[config.mk]
export PLATFORM = sky130hd
export DESIGN_NAME = reg_writeback
export DESIGN_NICKNAME = d
export VERILOG_FILES = /design/src/rtl/reg_writeback_pkg.sv /design/src/rtl/wb_fifo.sv /design/src/rtl/reg_writeback.sv
export SDC_FILE = /design/constraint.sdc
export NUM_CORES = 1
export LEC_CHECK = 0
export BUFFER_PORTS_ARGS = -buffer_cell sky130_fd_sc_hd__buf_4
export CAP_MARGIN = 5
export CORE_UTILIZATION = 25
export CTS_CLUSTER_DIAMETER = 150
export DETAILED_ROUTE_END_ITERATION = 8
export GPL_ROUTABILITY_DRIVEN = 0
export PLACE_DENSITY = 0.39
export SYNTH_ARGS = -nofsm -noshare
export SYNTH_HDL_FRONTEND = slang
export SYNTH_SLANG_ARGS = --single-unit
[constraint.sdc]
create_clock -name clk -period 8.26 [get_ports clk]
set_input_delay 1.652 -clock clk [delete_from_list [all_inputs] [get_ports clk]]
set_output_delay 1.652 -clock clk [all_outputs]
set_load 0.1 [all_outputs]
[src/rtl/reg_writeback_pkg.sv]
// Shared constants and types for the register write-back stage.
// The result-source enum names the winner of each cycle's write-port arbitration.
package reg_writeback_pkg;

    localparam int XLEN       = 32;
    localparam int REG_ADDR_W = 5;
    localparam int NUM_REGS   = 32;
    localparam int WB_DEPTH   = 2;

    typedef enum logic [1:0] {
        SRC_NONE,
        SRC_ALU,
        SRC_LSU
    } wb_src_e;

endpackage

[src/rtl/wb_fifo.sv]
// Small in-order buffer for long-latency (LSU) results.
// The head is readable combinationally, so a pop can be selected in the cycle after the push.
module wb_fifo #(
    parameter int WIDTH = 37,
    parameter int DEPTH = 2,
    localparam int CNT_W = $clog2(DEPTH + 1)
) (
    input  logic             clk,
    input  logic             rst_n,
    input  logic             push,
    input  logic [WIDTH-1:0] push_data,
    input  logic             pop,
    output logic [WIDTH-1:0] pop_data,
    output logic             full,
    output logic             empty,
    output logic [CNT_W-1:0] count
);

    localparam int PTR_W = (DEPTH > 1) ? $clog2(DEPTH) : 1;

    logic [WIDTH-1:0] mem [DEPTH];
    logic [PTR_W-1:0] wr_ptr_reg, rd_ptr_reg;
    logic [CNT_W-1:0] count_reg;
    logic             do_push, do_pop;

    // Pointers wrap at DEPTH, which need not be a power of two.
    function automatic logic [PTR_W-1:0] ptr_inc(input logic [PTR_W-1:0] p);
        return (p == PTR_W'(DEPTH - 1)) ? '0 : p + 1'b1;
    endfunction

    assign full     = (count_reg == CNT_W'(DEPTH));
    assign empty    = (count_reg == '0);
    assign count    = count_reg;
    assign do_push  = push && !full;
    assign do_pop   = pop && !empty;
    assign pop_data = mem[rd_ptr_reg];

    always_ff @(posedge clk) begin
        if (do_push) begin
            mem[wr_ptr_reg] <= push_data;
        end
    end

    always_ff @(posedge clk) begin
        if (!rst_n) begin
            wr_ptr_reg <= '0;
            rd_ptr_reg <= '0;
            count_reg  <= '0;
        end else begin
            if (do_push) wr_ptr_reg <= ptr_inc(wr_ptr_reg);
            if (do_pop)  rd_ptr_reg <= ptr_inc(rd_ptr_reg);
            case ({do_push, do_pop})
                2'b10:   count_reg <= count_reg + 1'b1;
                2'b01:   count_reg <= count_reg - 1'b1;
                default: count_reg <= count_reg;
            endcase
        end
    end

endmodule

[src/rtl/reg_writeback.sv]
// Write-back stage: arbitrates ALU and buffered LSU results onto one registered
// register-bank write port, and tracks registers with outstanding long-latency writes.
module reg_writeback #(
    parameter int XLEN     = reg_writeback_pkg::XLEN,
    parameter int WB_DEPTH = reg_writeback_pkg::WB_DEPTH
) (
    input  logic            clk,
    input  logic            rst_n,
    input  logic            alu_valid,
    input  logic [4:0]      alu_rd,
    input  logic [XLEN-1:0] alu_val,
    input  logic            lsu_valid,
    input  logic [4:0]      lsu_rd,
    input  logic [XLEN-1:0] lsu_val,
    output logic            lsu_ready,
    input  logic            mark_valid,
    input  logic [4:0]      mark_rd,
    output logic            mark_ready,
    input  logic [4:0]      q_rs1,
    input  logic [4:0]      q_rs2,
    output logic            q_rs1_busy,
    output logic            q_rs2_busy,
    output logic            reg_we,
    output logic [4:0]      rd,
    output logic [XLEN-1:0] rd_val,
    output logic            waw_err
);

    import reg_writeback_pkg::*;

    localparam int ENT_W = REG_ADDR_W + XLEN;
    localparam int CNT_W = $clog2(WB_DEPTH + 1);

    logic                  fifo_push, fifo_pop, fifo_full, fifo_empty;
    logic [ENT_W-1:0]      fifo_head;
    logic [CNT_W-1:0]      fifo_count;
    wb_src_e               sel_src;
    logic [REG_ADDR_W-1:0] sel_rd;
    logic [XLEN-1:0]       sel_val;
    logic [NUM_REGS-1:1]   busy_reg, busy_next;
    logic [NUM_REGS-1:0]   busy_vec;

    // Acceptance depends only on occupancy, never on a same-cycle pop.
    assign lsu_ready = (fifo_count < CNT_W'(WB_DEPTH));
    assign fifo_push = lsu_valid && !fifo_full;

    wb_fifo #(
        .WIDTH (ENT_W),
        .DEPTH (WB_DEPTH)
    ) u_fifo (
        .clk       (clk),
        .rst_n     (rst_n),
        .push      (fifo_push),
        .push_data ({lsu_rd, lsu_val}),
        .pop       (fifo_pop),
        .pop_data  (fifo_head),
        .full      (fifo_full),
        .empty     (fifo_empty),
        .count     (fifo_count)
    );

    always_comb begin
        sel_src = SRC_NONE;
        sel_rd  = '0;
        sel_val = '0;
        if (alu_valid) begin
            sel_src = SRC_ALU;
            sel_rd  = alu_rd;
            sel_val = alu_val;
        end else if (!fifo_empty) begin
            sel_src = SRC_LSU;
            {sel_rd, sel_val} = fifo_head;
        end
    end

    assign fifo_pop = (sel_src == SRC_LSU);

    // x0 is hard-wired idle, so bit 0 of the lookup vector is constant zero.
    assign busy_vec   = {busy_reg, 1'b0};
    assign mark_ready = !busy_vec[mark_rd];
    assign q_rs1_busy = busy_vec[q_rs1];
    assign q_rs2_busy = busy_vec[q_rs2];

    generate
        for (genvar gi = 1; gi < NUM_REGS; gi++) begin : g_busy
            logic set_bit, clr_bit;
            assign set_bit = mark_valid && mark_ready && (mark_rd == REG_ADDR_W'(gi));
            assign clr_bit = (sel_src == SRC_LSU) && (sel_rd == REG_ADDR_W'(gi));
            // A new mark overrides the retiring write to the same register.
            assign busy_next[gi] = set_bit || (busy_reg[gi] && !clr_bit);
        end
    endgenerate

    always_ff @(posedge clk) begin
        if (!rst_n) begin
            busy_reg <= '0;
        end else begin
            busy_reg <= busy_next;
        end
    end

    always_ff @(posedge clk) begin
        if (!rst_n) begin
            reg_we  <= 1'b0;
            rd      <= '0;
            rd_val  <= '0;
            waw_err <= 1'b0;
        end else begin
            reg_we  <= (sel_src != SRC_NONE) && (sel_rd != '0);
            waw_err <= (sel_src == SRC_ALU) && busy_vec[alu_rd];
            if (sel_src != SRC_NONE) begin
                rd     <= sel_rd;
                rd_val <= sel_val;
            end
        end
    end

endmodule
Word level (Yosys, flattened, before mapping)
Memories as Yosys holds them, arrays and structs flattened. A register that Yosys moved wholly into a read port is not among the register bits. Index checks and enable logic that the tools add are counted. W data, S select, Z words.

Output and inout port bits: 43. Register bits: 74. Memories: 1. RAM bits: 74. Input bits: 94. Logic and storage cells: 274.

Memory list: u_fifo.mem (depth 2, bits a word 37, rd ports 1, clocked after Yosys merged registers in 1, write ports 1, line wb_fifo.sv:21) `logic [WIDTH-1:0] mem [DEPTH];`.

Reductions and logical operators: 168. $lt $le $gt $ge: 5. Add/subtract/negate cells: 4. Equal/unequal tests: 67. Multiplexer cells: 21.

Operators with widths (count): $eq A5 B5 Y1 const B (32); $logic_and A1 B1 Y1 (99); $eq A5 B4 Y1 const B (16); $mux W32 (2); $eq A5 B3 Y1 const B (8); $logic_not A1 Y1 (34); $logic_or A1 B1 Y1 (31); $lt A5 B6 Y1 const B (4); $bmux W1 S5 (4); $eq A5 B2 Y1 const B (4); $eq A5 B1 Y1 const B (2); $mux W1 (10); $mux W5 (2); $eq A2 B2 Y1 const B (3); $reduce_bool A5 Y1 (1); $eq A2 B1 Y1 const B (2); $mux W2 (2); $pmux W2 S2 (1); $reduce_bool A2 Y1 (2); $add A1 B1 Y1 const B (2); $add A2 B1 Y2 const B (1); $logic_not A2 Y1 (1); $lt A2 B2 Y1 const B (1); $sub A2 B1 Y2 const B (1).

Longest topological paths before layout
Depth after elaboration: 8. Mapped depth: 8. Depth with buffers taken out: 6.

Modules after synthesis
A second synthesis with hierarchy kept.

Cell total of the unflattened synthesis: 614. Area, all modules: 7390.8 um^2.

By module, submodules not included: reg_writeback (area each 4495.6 um^2, times used 1, cells each 473, sequential area each 1401.3 um^2); wb_fifo (area each 2895.3 um^2, times used 1, cells each 141, sequential area each 2322.2 um^2).

Worst setup path before layout
Ideal clock, no wire load.

Path type: input to output. Start: input port q_rs1[1]. End: output port q_rs1_busy. Arrival: 3.577 ns. Required time: 6.608 ns. Cell stages on the path: 5. Setup slack: 3.031 ns. Cell sequence: buf_2 -> mux4_2 -> mux2_2 -> nand3b_1 -> nand4_1.

Longest elaborated chain between the ends: 2.

RTL lines: from (decl) (line reg_writeback.sv:19) `input logic [4:0] q_rs1,`; $bmux W1 S5 (line reg_writeback.sv:81) `assign q_rs1_busy = busy_vec[q_rs1];`; $mux W1 (not written as such) (line reg_writeback.sv:81); to (decl) (line reg_writeback.sv:21) `output logic q_rs1_busy,`.

Every way passes these cells. The select of a mux whose other input is x is not followed.

Worst setup path in the final report
Start: input port mark_rd[1]. End: output port mark_ready.

Longest elaborated chain between the ends: 3.

RTL lines: from (decl) (line reg_writeback.sv:17) `input logic [4:0] mark_rd,`; $bmux W1 S5 (line reg_writeback.sv:80) `assign mark_ready = !busy_vec[mark_rd];`; $mux W1 (not written as such) (line reg_writeback.sv:80); $logic_not A1 Y1 (line reg_writeback.sv:80); to (decl) (line reg_writeback.sv:18) `output logic mark_ready,`.

Every way passes these cells. The select of a mux whose other input is x is not followed.

==> reports/metrics.cfg <==
[outcome]
outcome=finished clean

[synth]
synth-seq-area-share_pct=49.8
syn_area_per_cell_sq_um=11.6
synth_common_cells=75 x dfxtp_1, 74 x edfxtp_1, 52 x nand2_1, 48 x nor2_1, 44 x mux2i_1
ys_async_sr_fraction_pct=0
synth-warning-count=0
synth_flop_cell=dfxtp_1
synth_top_cell_by_area=edfxtp_1
synth_cell_types=67
synth-seq-cells=149
synth_edf_count=74
syn_inst=642
synth.most_common_cell=dfxtp_1
ys_top_cells_by_area=edfxtp_1 30%, dfxtp_1 20%, mux4_2 6.3%, mux2i_1 5.9%, a21boi_0 4.0%
synthesis.nets=737
synth.cell_area_sq_um=7470
yosys.area.top_type_share_pct=29.7

[timing]
fmax_mhz=198
fin_worst_hold_slack_ns=0.525
setup-violations-final=0
finalSetupTns_ns=0
max-slew-margin-rel_pct=38.3
period_needed_ns=5.06
rsz0062_at_grt=false
period_share_pct=61.3
drv_slew=0
worstMarginPinSlew_ns=0.925
hold_viol=0
skew_ns=0.00942

[power_and_ir_drop]
p_leak_nw=3.40
vdd_drop_max_mv=0.155
power_density_nw_per_um2=289

[routing]
drc_errors=0
ant_nets=0
drtPass1Iterations=5
drtIter0Drc=280
avgRoutedWirePerCell_um=19.4
num_vias=5785
drt-total-wl_mm=22.3
vias_per_cell=5.03

[global_routing]
grt_first_pass_wirelength_mm=34.5
grt_pass1_vias=5888
grt_max_degree=82
grt-ovfl-total=0
antenna_found_initial=1
gr-usage-all-layers_pct=14.8

[critical_path]
crit_fanout=17
cp-start-kind=input port
r2r_end=busy_reg[19]
cp.arrival_ns=3.41
end_kind=output pin
crit_required_ns=6.61
rrSetupSlack_ns=5.69
timing.critical_path.from=mark_rd[1]
path_class=input port to output pin
reg2regPathDepth=4

[clocking]
path_clk_slew_ns=0.06
clockBufferDepth=2
cts_sinks=149
cts_max_level=4
post_cts_buffers=0
clock-root-buffer=clkbuf_16
cts_hold_buf=0
worstSkewPairLatency_ns=0.42
cts_tree=done
cts_buffers=17
cts_resized=0

[finish]
nNetsFinal=850
antenna_cells=0
syn_to_final_growth_pct=25.4
final_util_pct=32.2
largest_register_ffs=74
drive_gt1_share_pct=30.2
fin_cells=1151

[floorplan]
rows=62
start_util_pct=25.7
dieHeight_um=175
die_w_um=175
design.die.area_sq_um=30600
core_area_sq_um=29100
io_pins=137

[flow_run]
max_cap_violations=0

[hold_path]
min_path_type=register to register
hp-start=rd[3]
hold_depth=2
hold_end=rd[3]

[placement]
portBuffers=136
post-place-cells=1120
dp_hpwl_mm=15.6

## cell usage in the layout, fill, tap and decap left out, types with 4 or more instances in the layout
master	instances
nand3_1	15
mux2i_1	44
a31oi_1	6
mux4_2	21
edfxtp_1	74
nor2b_1	10
buf_4	141
nor3_1	5
nand4_1	9
inv_6	5
nand2b_1	4
a221oi_1	5
nor3b_1	4
dfxtp_1	74
nor2_1	46
o22ai_1	8
o31ai_1	5
nor4_1	7
inv_1	8
a21oi_1	8
o21ai_0	9
a32o_1	9
and2_1	5
nor4b_1	4
o21a_1	5
a21boi_0	40
a211o_1	34
or3_1	10
mux2_2	16
clkbuf_16	17
nand2_1	52
## critical path, stage by stage
cell	delay [ns]
buf_4	0.20
mux4_1	0.59
mux2_4	0.32
mux2i_1	0.16
a22o_1	0.19
buf_4	0.30
## metal layers
layer	vias to the layer above	part of all wire [%]	routed length [um]	track usage, %
met5	-	0.072	16	0
met3	34	6.9	1540	4.40
met2	195	46	10300	23.2
met1	2849	44	9920	19.2
li1	2705	-	-	-
met4	2	2.5	555	5.43
## worst max path at each step
| stage | to | slack, ns | cells past startpoint |
|---|---|---|---|
| detailed placement | mark_ready | 3.17 | 6 |
| global route | mark_ready | 3.07 | 5 |
| CTS | mark_ready | 3.17 | 6 |
| global placement | mark_ready | 3.22 | 6 |
| finish | mark_ready | 3.20 | 6 |
| floorplan | q_rs1_busy | 3.03 | 5 |
## where the power goes
group	switching [mW]	internal [mW]	total, mW	leakage (nW)
Combinational	0.701	0.301	1.00	1.82
Clock	0.334	0.422	0.756	0.271
Sequential	0.0654	0.886	0.952	1.31
Total	1.10	1.61	2.71	3.40
## area by class of cell
cell class,instances,area (sq um)
Fill cell,3002,19700
Clock buffer,17,425
Multi-Input combinational cell,438,3510
Sequential cell,149,3720
Clock inverter,14,141
Timing Repair Buffer,141,1060
Tap cell,384,480
Inverter,8,30.0
## logic make-up after synthesis
kind of cell    after synthesis  synth area share, %
compound gates              157                 16.7
xor+xnor                      3                0.352
fa+ha+maj                     1                0.167
buf+inv                      55                 3.38
flops                       149                 49.8
mux                          88                 16.5
simple gates                189                 13.0
## metrics by stage
step	total power, mW	instance area (sq um)	setup WS (ns)
after global routing	2.86	9370	3.07
after global placement	1.97	8810	3.22
after CTS	2.75	9370	3.17
after detailed placement	1.99	8810	3.17
after floorplan	1.74	7470	3.03
final	2.71	9370	3.20
Power figures use the tool's default switching activity.
